--- src/rtl/fifo_pkg.sv ---
// Shared defaults and mode encoding for the synchronous FIFO buffer.
// Imported by fifo_sync_ram and fifo_sync_buffer.
package fifo_pkg;

    localparam int FIFO_DATA_WIDTH = 12;
    localparam int FIFO_DEPTH_DEF  = 32;

    typedef enum logic {
        FIFO_BYPASS = 1'b0,
        FIFO_BUFFER = 1'b1
    } fifo_mode_e;

    function automatic fifo_mode_e to_mode(input logic fifo_en);
        return fifo_en ? FIFO_BUFFER : FIFO_BYPASS;
    endfunction

endpackage

--- src/rtl/fifo_sync_ram.sv ---
// Storage array for fifo_sync_buffer: one write port, one registered read port.
// The read register only loads on rd_en, so it holds the last word popped.
module fifo_sync_ram
    import fifo_pkg::*;
#(
    parameter int DATA_WIDTH = FIFO_DATA_WIDTH,
    parameter int ADDR_W     = $clog2(FIFO_DEPTH_DEF)
) (
    input  logic                  clk,
    input  logic                  wr_en,
    input  logic [ADDR_W-1:0]     wr_addr,
    input  logic [DATA_WIDTH-1:0] wr_data,
    input  logic                  rd_en,
    input  logic [ADDR_W-1:0]     rd_addr,
    output logic [DATA_WIDTH-1:0] rd_data
);

    logic [DATA_WIDTH-1:0] mem [2**ADDR_W];
    logic [DATA_WIDTH-1:0] rd_data_q;

    // NOTE: the array and its read register carry no reset so the tools can map them onto RAM.
    // A same-address read and write returns the old word, which is what a full FIFO needs.
    always_ff @(posedge clk) begin
        if (wr_en) begin
            mem[wr_addr] <= wr_data;
        end
        if (rd_en) begin
            rd_data_q <= mem[rd_addr];
        end
    end

    assign rd_data = rd_data_q;

endmodule

--- src/rtl/fifo_sync_buffer.sv ---
// Single-clock FIFO with pointers, occupancy flags, registered read port, bypass and flush.
// Optional sticky overflow/underflow flags are built only when FIFO_ERR_FLAG_EN is defined.
module fifo_sync_buffer
    import fifo_pkg::*;
#(
    parameter int  DATA_WIDTH = FIFO_DATA_WIDTH,
    parameter int  FIFO_DEPTH = FIFO_DEPTH_DEF,
    localparam int ADDRBIT    = $clog2(FIFO_DEPTH),
    parameter int  AFULL_LVL  = FIFO_DEPTH - 4,
    parameter int  AEMPTY_LVL = 2
) (
    input  logic                  clk,
    input  logic                  rst,
    input  logic                  fifo_en,
    input  logic                  flush,
    input  logic                  write_en,
    input  logic [DATA_WIDTH-1:0] write_data,
    input  logic                  read_en,
    output logic [DATA_WIDTH-1:0] read_data,
    output logic                  rd_valid,
    output logic                  fifofull,
    output logic                  notempty,
    output logic                  almost_full,
    output logic                  almost_empty,
    output logic [ADDRBIT:0]      count,
    output logic                  overflow,
    output logic                  underflow
);

    localparam int             CW       = ADDRBIT + 1;
    localparam logic [CW-1:0]  DEPTH_C  = CW'(FIFO_DEPTH);
    localparam logic [CW-1:0]  AFULL_C  = CW'(AFULL_LVL);
    localparam logic [CW-1:0]  AEMPTY_C = CW'(AEMPTY_LVL);

    fifo_mode_e mode;
    logic       is_buf;
    logic       acc_wr;
    logic       acc_rd;

    logic [CW-1:0]         wr_ptr_q, wr_ptr_d;
    logic [CW-1:0]         rd_ptr_q, rd_ptr_d;
    logic [CW-1:0]         count_q, count_d;
    logic                  rd_valid_q, rd_valid_d;
    logic [DATA_WIDTH-1:0] byp_data_q, byp_data_d;
    logic                  sel_ram_q, sel_ram_d;
    logic [DATA_WIDTH-1:0] ram_rdata;

    assign mode   = to_mode(fifo_en);
    assign is_buf = (mode == FIFO_BUFFER);

    // Flags decode straight from the registered count.
    assign fifofull     = (count_q == DEPTH_C);
    assign notempty     = (count_q != '0);
    assign almost_full  = (count_q >= AFULL_C);
    assign almost_empty = (count_q <= AEMPTY_C);

    assign acc_rd = is_buf & read_en & notempty;
    assign acc_wr = is_buf & write_en & (!fifofull | acc_rd);

    // NOTE: every _d is given its hold value first so no latch can be inferred.
    always_comb begin
        wr_ptr_d   = wr_ptr_q;
        rd_ptr_d   = rd_ptr_q;
        count_d    = count_q;
        rd_valid_d = 1'b0;
        byp_data_d = byp_data_q;
        sel_ram_d  = sel_ram_q;

        if (flush) begin
            wr_ptr_d = '0;
            rd_ptr_d = '0;
            count_d  = '0;
        end else if (!is_buf) begin
            byp_data_d = write_data;
            sel_ram_d  = 1'b0;
            rd_valid_d = write_en;
        end else begin
            if (acc_wr) begin
                wr_ptr_d = wr_ptr_q + 1'b1;
            end
            if (acc_rd) begin
                rd_ptr_d   = rd_ptr_q + 1'b1;
                sel_ram_d  = 1'b1;
                rd_valid_d = 1'b1;
            end
            count_d = count_q + CW'(acc_wr) - CW'(acc_rd);
        end
    end

    // NOTE: clocked state uses non-blocking assignments only, so every flop samples pre-edge values.
    always_ff @(posedge clk or posedge rst) begin
        if (rst) begin
            wr_ptr_q   <= '0;
            rd_ptr_q   <= '0;
            count_q    <= '0;
            rd_valid_q <= 1'b0;
            byp_data_q <= '0;
            sel_ram_q  <= 1'b0;
        end else begin
            wr_ptr_q   <= wr_ptr_d;
            rd_ptr_q   <= rd_ptr_d;
            count_q    <= count_d;
            rd_valid_q <= rd_valid_d;
            byp_data_q <= byp_data_d;
            sel_ram_q  <= sel_ram_d;
        end
    end

    fifo_sync_ram #(
        .DATA_WIDTH (DATA_WIDTH),
        .ADDR_W     (ADDRBIT)
    ) u_ram (
        .clk     (clk),
        .wr_en   (acc_wr & !flush),
        .wr_addr (wr_ptr_q[ADDRBIT-1:0]),
        .wr_data (write_data),
        .rd_en   (acc_rd & !flush),
        .rd_addr (rd_ptr_q[ADDRBIT-1:0]),
        .rd_data (ram_rdata)
    );

    // sel_ram_q remembers which register last loaded; reset selects the zeroed bypass register.
    assign read_data = sel_ram_q ? ram_rdata : byp_data_q;
    assign rd_valid  = rd_valid_q;
    assign count     = count_q;

`ifdef FIFO_ERR_FLAG_EN
    logic overflow_q, overflow_d;
    logic underflow_q, underflow_d;

    always_comb begin
        overflow_d  = overflow_q;
        underflow_d = underflow_q;
        if (flush) begin
            overflow_d  = 1'b0;
            underflow_d = 1'b0;
        end else begin
            if (is_buf & write_en & fifofull & !acc_rd) begin
                overflow_d = 1'b1;
            end
            if (is_buf & read_en & !notempty) begin
                underflow_d = 1'b1;
            end
        end
    end

    always_ff @(posedge clk or posedge rst) begin
        if (rst) begin
            overflow_q  <= 1'b0;
            underflow_q <= 1'b0;
        end else begin
            overflow_q  <= overflow_d;
            underflow_q <= underflow_d;
        end
    end

    assign overflow  = overflow_q;
    assign underflow = underflow_q;
`else
    assign overflow  = 1'b0;
    assign underflow = 1'b0;
`endif

endmodule

--- config.mk ---
export PLATFORM = sky130hd
export DESIGN_NAME = fifo_sync_buffer
export DESIGN_NICKNAME = d
export VERILOG_FILES = /design/src/rtl/fifo_pkg.sv /design/src/rtl/fifo_sync_ram.sv /design/src/rtl/fifo_sync_buffer.sv
export SDC_FILE = /design/constraint.sdc
export NUM_CORES = 1
export LEC_CHECK = 0
export ABC_AREA = 1
export CAP_MARGIN = 20
export CORE_AREA = 3 3 195 197
export CTS_CLUSTER_DIAMETER = 200
export CTS_CLUSTER_SIZE = 20
export DETAILED_ROUTE_END_ITERATION = 6
export DIE_AREA = 0 0 198 200
export PLACE_DENSITY_LB_ADDON = 0.15
export RECOVER_POWER = 100
export SLEW_MARGIN = 20
export SYNTH_ARGS = -nofsm -noshare
export SYNTH_HDL_FRONTEND = slang
export SYNTH_SLANG_ARGS = --single-unit
--- constraint.sdc ---
create_clock -name clk -period 2.5 [get_ports clk]
set_clock_uncertainty 0.2 [all_clocks]
set_input_delay 0.75 -clock clk [delete_from_list [all_inputs] [get_ports clk]]
set_output_delay 0.75 -clock clk [all_outputs]
set_load 0.02 [all_outputs]
# ---- Word-level counts from Yosys, hierarchy flattened
# Memory sizes are Yosys's and may differ from the RTL's. A register that Yosys moved wholly into a read port is not among the register bits.
# Index checks and enable logic that the tools add are counted.
# Widths: inputs -> output; s select.
dict set report word_totals {
  register_bits 32
  ramBits 384
  inputBits 18
  out_inout_bits 25
  word_cells 51
  n_memories 1
}
dict set report classes {
  add_sub_neg 4
  magnitude_cmp 2
  n_eq_ne 2
  mux 17
  bitwise 9
  n_reduce_logical 10
}
# memory depth width read_ports rd_clocked_by_memory_dff wr line_no
set memory_table {}
lappend memory_table {u_ram.mem 32 12 1 1 1 fifo_sync_ram.sv:18} ;# logic [DATA_WIDTH-1:0] mem [2**ADDR_W];
# cell count
set ops {}
lappend ops {{$mux 6} 8}
lappend ops {{$add 6x1->6 const B} 2}
lappend ops {{$mux 12} 1}
lappend ops {{$mux 1} 8}
lappend ops {{$reduce_and 2->1} 4}
lappend ops {{$add 6x1->6} 1}
lappend ops {{$and 1x1->1} 6}
lappend ops {{$eq 6x6->1 const B} 1}
lappend ops {{$ge 6x5->1 const B} 1}
lappend ops {{$le 6x2->1 const B} 1}
lappend ops {{$reduce_bool 2->1} 3}
lappend ops {{$reduce_bool 6->1} 1}
lappend ops {{$sub 6x1->6} 1}
lappend ops {{$logic_not 1->1} 2}
lappend ops {{$ne 2x1->1 const B} 1}
lappend ops {{$not 1->1} 2}
lappend ops {{$or 1x1->1} 1}

# ---- Longest topological paths before layout
# Gate-level depths: netlist (run 1).
dict set report depth {
  ltp_word 9
  depth_mapped 17
  mapped_depth_nobuf 16
}

# ---- By module
# From an unflattened synthesis (run 1), not the netlist that was laid out.
dict set report unflattened {
  hier_cells 1599
  hier_area_um2 17947.2
}
# mod n_inst cells_per_inst area_per_inst_um2 seq_area_each_um2
set modules_own_cells {}
lappend modules_own_cells {fifo_sync_ram 1 1358 16019.1 11891.4}
lappend modules_own_cells {fifo_sync_buffer 1 241 1928.1 750.7}

# ---- Worst setup path after synthesis (run 1)
# OpenSTA, ideal clock, no wires.
dict set report synth_timing {
  path_kind {reg-to-reg}
  start {reg count_q[4] (netlist: count[4])}
  end {reg count_q[4] (netlist: count[4])}
  setup_ns 0.128
  arrival_ns 2.510
  required_ns 2.172
  setup_slack_ns -0.338
  stages_incl_launch_ff 18
  period_less_slack_ns 2.838
  cell_sequence {dfrtp_1 > inv_1 > ha_1 > nand4_4 > nand3_4 > nand2_4 > buf_12 > nand3_1 > nand2_1 > ha_1 > inv_1 > fa_1 > inv_1 > a21oi_1 > o21bai_1 > nand2_1 > nand2_1 > o22ai_1}
}
dict set report synth_between {
  elab_chain_cells 8
  word_cells_on_any_way 10
  classes_between {2 x add/sub; 1 x eq/ne; 2 x mux; 3 x bitwise; 2 x reduce/logical}
}
# item line_no
set synth_lines {}
lappend synth_lines {{start: declaration} fifo_sync_buffer.sv:42} ;# logic [CW-1:0] count_q, count_d;
lappend synth_lines {{start signal: assignment} fifo_sync_buffer.sv:102} ;# count_q <= count_d;
lappend synth_lines {{$reduce_bool 6->1 (*)} fifo_sync_buffer.sv:53} ;# assign notempty = (count_q != '0);
lappend synth_lines {{via notempty} fifo_sync_buffer.sv:22} ;# output logic notempty,
lappend synth_lines {{$and 1x1->1 (*)} fifo_sync_buffer.sv:57} ;# assign acc_rd = is_buf & read_en & notempty;
lappend synth_lines {{$or 1x1->1} fifo_sync_buffer.sv:58} ;# assign acc_wr = is_buf & write_en & (!fifofull | acc_rd);
lappend synth_lines {{$and 1x1->1} fifo_sync_buffer.sv:58}
lappend synth_lines {{$add 6x1->6} fifo_sync_buffer.sv:86} ;# count_d = count_q + CW'(acc_wr) - CW'(acc_rd);
lappend synth_lines {{$sub 6x1->6 (*)} fifo_sync_buffer.sv:86}
lappend synth_lines {{$mux 6 (*)} fifo_sync_buffer.sv:73} ;# end else if (!is_buf) begin
lappend synth_lines {{$mux 6 (*)} fifo_sync_buffer.sv:69} ;# if (flush) begin
# The timed path passes the listed nets; every way through them passes the cells marked *. The select of a mux whose other input is x is not followed.
# A chain may end at the register's enable or synchronous reset.

# ---- Worst setup path in the final report (run 1)
dict set report layout_timing {
  start {reg count_q[4] (netlist: count[4])}
  end {out fifofull}
}
dict set report layout_between {
  elab_chain_cells 1
}
# item line_no
set layout_lines {}
lappend layout_lines {{$eq 6x6->1} fifo_sync_buffer.sv:52} ;# assign fifofull = (count_q == DEPTH_C);
lappend layout_lines {{end: declaration} fifo_sync_buffer.sv:21} ;# output logic fifofull,
# Every way passes these cells.

==> metrics.cfg, run 1 <==
[yosys]
synth_compound_area_share_pct=1.15
ys_types=33
yosys-top-cells-count=609 x nand2_1, 396 x edfxtp_1, 301 x nand3_1, 47 x inv_1, 38 x nor2_1
synth_top_area_share_pct=65.4
ys_warn_count=0
ys_seq_area_share_pct=69.5
syn_area_um2=18200
ys_seq_elements=426
synth.largest_area_cell=edfxtp_1
synth-simple-area-share_pct=23.1
synth_top_family_by_area=simple AND/OR/NAND/NOR gates
async_flop_share_pct=7.04
avgSynthCellArea_um2=11.3
synthAdderAreaFrac_pct=1.28
syn-instance-count=1614
synth_xor_area_share_pct=0.193
synth_most_common_cell=nand2_1
synthMuxAreaShare_pct=0
synth_flop_cell=edfxtp_1
synthTopCellsByArea=edfxtp_1 65%, nand2_1 13%, nand3_1 8.3%
synth-edff-count=396

[floorplanning]
die_area_um2=39600
ios=43
core.rowCount=70
die_h_um=200
start_util_pct=49.9
dieWidth_um=198
core_area_um2=36400

[cells_and_area]
area_growth_pct=11.3
drive_above_1_share_pct=11.9
design_area_um2=20200
nets=1737
instances_no_fill=2188
nFillCells=3132
antenna_cells=0

[drt]
routed_wl_um=45800
final_antenna_net_count=0
drtIter0Drc=1176
drtPass1Iterations=7
via_per_inst=5.48
drc=3
via_count=12001
wl_per_cell_um=20.9

[setup_path]
cp-end-kind=output port
critPathRequiredTime_ns=1.55
slowest_delay_ns=0.44
critPathLaunchType=register
critical_path_arrival_ns=1.68
cp_common_cell=buf_4
cp_max_fo=5
crit_type=register to output port
crit_chain=inv_4 > buf_4 > ha_4 > inv_2 > nor4_4 > buf_4
cpMaxStageDelayCell=dfrtp_2

[sta]
drv_slew=0
maxSlewHeadroom_pct=24.0
worst_slew_pin_slew_ns=1.14
clock.fmax_ghz=0.380
grt_setup_unrepaired=true
fin_tns_setup_ns=-0.289
fin_crit_ns=2.63
layout_setup_ws_ns=-0.131
setup_violations=5
hold_violations=0
final.period_utilization_pct=105

[clocking]
cts_buffers=25
cts_root_buf=clkbuf_16
h-tree-depth=1
cts.sinks=426
insertion_delay_ns=0.56
hold_buffers=0
clk_pin_slew_ns=0.09
cts_max_path_buffers=3
cts_tree=yes

[worst_hold_path]
hp-class=register to register

[power]
power.density_nw_per_um2=769
finalPower_mw=15.6
clkPwrFrac_pct=26.8
switching_share_pct=29.2
combPwrFrac_pct=21.8
cellLeakagePower_nw=7.63
switchingPower_mw=4.54
irDropWorstVdd_v=0.000610
p_seq_share_pct=51.3
p_int_mw=11.0

[global_routing]
grt_remaining_overflow=0
grt_pass1_wl_um=69200
grt_max_degree=118
grt_pass1_vias=11418
antenna_found_initial=0
track_usage_pct=23.3

[placement]
place_hpwl_um=27600
dpl_cell_area_um2=19600
port_buffers=40
gp_congestion=0.903
dp_cells=2132
dp_slack_ns=-0.589

[outcome]
status=complete, but fails checks
failed_checks=DRC, setup timing

[flow_run]
drv_cap=0

what timing repair did:
action                     CTS  global route
resized for setup          100            26
buffers inserted             7             3
setup endpoints to repair   24           216
pin swaps                    5             6
metrics by stage:
stage | utilization, % | hold WS [ns]
floorplan | - | 0.301
global placement | 53.8 | 0.320
CTS | 55.8 | 0.345
global route | 55.5 | 0.364
detailed placement | 53.8 | 0.329
finish | 55.5 | 0.340
per-layer routing:
layer | routed length, µm | track usage [%] | up-vias
met2 | 21100 | 36.8 | 460
met4 | 745 | 4.33 | 0
met3 | 3350 | 2.90 | 47
met1 | 20600 | 35.5 | 5808
li1 | - | - | 5686
met5 | 0 | 0 | -
cell families after synthesis:
kind of cell               Yosys count
DFF                                426
adders and majority gates           18
other                                1
buffers and inverters              147
and+or+nand+nor                    978
xor gates and xnor gates             4
AOI/OAI and AO/OA                   40
power by group through the flow:
stage / Clock, mW / Combinational, mW / Sequential [mW]
2_1_floorplan: 0 / 2.08 / 8.19
3_3_place_gp: 0 / 3.32 / 8.15
3_5_place_dp: 0 / 3.34 / 8.15
4_1_cts: 4.25 / 3.36 / 7.99
5_1_grt: 4.52 / 3.76 / 8.01
6_report: 4.18 / 3.40 / 7.99
worst max-delay path, delay by kind of cell (launching register included):
family        cells  cell delay [ns]
fa+ha+maj         1             0.12
buf+inv           4             0.42
flops             1             0.44
simple gates      1             0.15
cells in the final DEF (no fill, tap or decap), types with 12 or more instances in the layout:
cell           Yosys  routed
clkbuf_2           0      13
edfxtp_1         396     396
nand2_1          609     608
o21ai_0           31      18
nand3_1          301     300
clkbuf_16          0      25
dlygate4sd3_1      0      13
o21ai_1            0      13
ha_1              17      12
dfrtp_1           30      23
nor2_1            38      36
buf_4             26      93
inv_1             47      38
clkbuf_1          16      19
worst paths after layout:
check / startpoint / endpoint / slack (ns) / cells past startpoint
worst min register to register: byp_data_q[9] / byp_data_q[9] / 0.34 / 2
worst max register to register: count[4] / count[4] / -0.01 / 17
max in group asynchronous: rst / rd_ptr_q[0] / 0.85 / 3
worst max-delay path: count[4] / fifofull / -0.13 / 6
worst min-delay path: byp_data_q[9] / byp_data_q[9] / 0.34 / 2
min in group asynchronous: rst / byp_data_q[8] / 0.66 / 3
final cells by class:
cell class | count | area [µm²] | share of cell area, %
timing repair buffer | 153 | 1310 | 6.47
sequential | 426 | 12700 | 62.5
clock inverter | 2 | 25.0 | 0.124
tap | 468 | 586 | 2.89
clock buffer | 44 | 697 | 3.44
inverter | 53 | 210 | 1.04
multi-input combinational | 1042 | 4760 | 23.5
flip-flops by register name, indices dropped and copies added, names as in the netlist:
name	flops
count	6
u_ram.rd_data	12
wr_ptr_q	5
rd_valid	1
byp_data_q	12
sel_ram_q	1
u_ram.mem	384
rd_ptr_q	5
(Power assumes the default switching activity.)
==> run 2: changes to the inputs <==
CTS_CLUSTER_SIZE = unset   (was 20)
==> metrics.cfg, run 2 (synthesis gave the netlist of run 1 again) <==
[outcome]
status=complete, but fails checks
failed_checks=setup timing

[setup_path]
crit_type=register to output port
regToRegSetupSlack_ns=0.02  ; +0.03 ns
slowest_delay_ns=0.42  ; -0.02 ns
cp_max_fo=5  ; unchanged
worst-path-buf-inv=4  ; unchanged
critPathRequiredTime_ns=1.55  ; about the same
reg2reg_from=count[4]
critPathTopFamily=flip-flops
critPathLaunchType=register
cp-end-kind=output port
critical_path_arrival_ns=1.66  ; -0.02 ns
crit_chain=inv_4 > buf_6 > ha_4 > inv_2 > nor4_4 > buf_4
reg2reg_to=count[4]
reg2regPathDepth=18  ; +1
cpMaxStageDelayCell=dfrtp_2

[clocking]
cts_max_path_buffers=3  ; unchanged
clk_pin_slew_ns=0.06  ; -0.03 ns
insertion_delay_ns=0.56  ; about the same
cts_root_buf=clkbuf_16
hold_buffers=0  ; unchanged
cts_tree=yes
cts.sinks=426  ; unchanged
cts_buffers=45  ; +80%
h-tree-depth=2  ; +1

[placement]
dp_cells=2132  ; unchanged
dpl_cell_area_um2=19600  ; unchanged
port_buffers=40  ; unchanged
gp_congestion=0.903  ; unchanged
dp_slack_ns=-0.589  ; unchanged
place_hpwl_um=27600  ; unchanged

[floorplanning]
start_util_pct=49.9  ; unchanged
core_area_um2=36400  ; unchanged
die_area_um2=39600  ; unchanged
core.rowCount=70  ; unchanged
dieWidth_um=198  ; unchanged
die_h_um=200  ; unchanged
ios=43  ; unchanged

[worst_hold_path]
worstHoldEndpoint=sel_ram_q
hp-class=register to register
min_from=sel_ram_q
holdPathStages=2  ; unchanged

[sta]
hold_violations=0  ; unchanged
worst_slew_pin_slew_ns=1.23  ; +0.0928 ns
fin_crit_ns=2.61  ; -0.0161 ns
final.period_utilization_pct=105  ; -0.65 points
maxSlewHeadroom_pct=17.8  ; -6.2 points
hold_slack_ns=0.289  ; -0.0515 ns
setup_violations=3  ; -2
clock.fmax_ghz=0.382  ; +0.62%
drv_slew=0  ; unchanged
fin_tns_setup_ns=-0.291  ; -0.00219 ns
layout_setup_ws_ns=-0.114  ; +0.0161 ns
grt_setup_unrepaired=true

[cells_and_area]
drive_above_1_share_pct=13.3  ; +1.5 points
design_area_um2=20800  ; +2.6%
nFillCells=3065  ; -2.1%
area_growth_pct=14.2
layout_common_cells=609 x nand2_1, 396 x edfxtp_1, 300 x nand3_1
instances_no_fill=2221  ; +1.5%
nets=1752  ; +0.86%
regMostFlops=u_ram.mem
largest_reg_flops=384  ; unchanged
final_common_cell=nand2_1
antenna_cells=0  ; unchanged

[power]
irDropWorstVdd_v=0.000610  ; +0.10%
power.density_nw_per_um2=854  ; +11%
cellLeakagePower_nw=7.93  ; +3.9%

[global_routing]
antenna_found_initial=0  ; unchanged
grt_remaining_overflow=0  ; unchanged
grt_pass1_vias=11616  ; +1.7%
grt_pass1_wl_um=69800  ; +0.92%
grt_max_degree=118  ; unchanged
track_usage_pct=23.7  ; +0.40 points

[drt]
final_antenna_net_count=0  ; unchanged
drtPass1Iterations=5  ; -2
drc=0  ; -3
via_count=12124  ; +1.0%
routed_wl_um=46100  ; +0.67%
drtIter0Drc=1246  ; +6.0%
via_per_inst=5.46  ; -0.48%
wl_per_cell_um=20.8  ; -0.83%

[flow_run]
drv_cap=0  ; unchanged

run 2: changes by cell type in the layout (fill, tap and decap cells not counted), sizes merged:
cell           before  now
clkdlybuf4s50       5    4
clkdlybuf4s15       0    1
clkinv              4   23
clkbuf             57   95
bufinv              0    3
clkinvlp            0    1
buf               117   89
run 2: timing repair:
item,in CTS,in global routing
setup buffers,5,1
pin swaps,6,3
resized for setup,106,12
hold endpoints to repair,0,0
cloned,0,0
endpoints found under the setup margin,23,305
run 2: routing by layer:
layer | share of wire, % | GRT usage, % | wire [µm] | vias up
li1 | - | - | - | 5740
met1 | 44 | 35.1 | 20400 | 5793
met2 | 45 | 36.6 | 20800 | 517
met3 | 8.6 | 4.06 | 3970 | 74
met4 | 2.2 | 6.58 | 994 | 0
met5 | 0 | 0 | 0 | -
run 2: worst register-to-register path, stage by stage, from the launching register on:
cell and delay (ns):
dfrtp_2 0.38, inv_4 0.06, buf_6 0.11, ha_4 0.14, inv_2 0.06, nor4_4 0.04
buf_4 0.15, nand2_2 0.06, nand3_2 0.06, nand2_1 0.07, ha_2 0.17, inv_2 0.04
fa_2 0.34, inv_2 0.06, a21oi_2 0.04, o21bai_1 0.16, nand2_1 0.07, nand2_1 0.05
o22ai_1 0.08
run 2: how the worst max path moves through the flow:
stage | startpoint | endpoint | depth (start not counted)
2_1_floorplan | count[2] | count[4] | 16
3_3_place_gp | fifo_en | count[4] | 14
3_5_place_dp | fifo_en | count[4] | 14
4_1_cts | count[4] | fifofull | 6
5_1_grt | count[2] | fifofull | 5
6_report | count[4] | fifofull | 6
run 2: power by group:
group          switching, mW  internal, mW
clock network           2.69          3.76
logic                   2.17          1.11
registers             0.0785          7.93
run 2: per-stage QoR:
stage / util (%) / power (mW)
2_1_floorplan: - / 10.3
3_3_place_gp: 53.8 / 11.5
3_5_place_dp: 53.8 / 11.5
4_1_cts: 57.8 / 17.9
5_1_grt: 57.0 / 18.5
6_report: 57.0 / 17.7
run 2: cell type report:
class | count | area (µm²) | share of cell area, %
clock buffer | 59 | 1220 | 5.88
clock inverter | 25 | 206 | 0.994
inverter | 53 | 213 | 1.02
multi-input combinational | 1042 | 4720 | 22.7
sequential | 426 | 12700 | 60.9
tap | 468 | 586 | 2.82
timing repair buffer | 148 | 1170 | 5.61
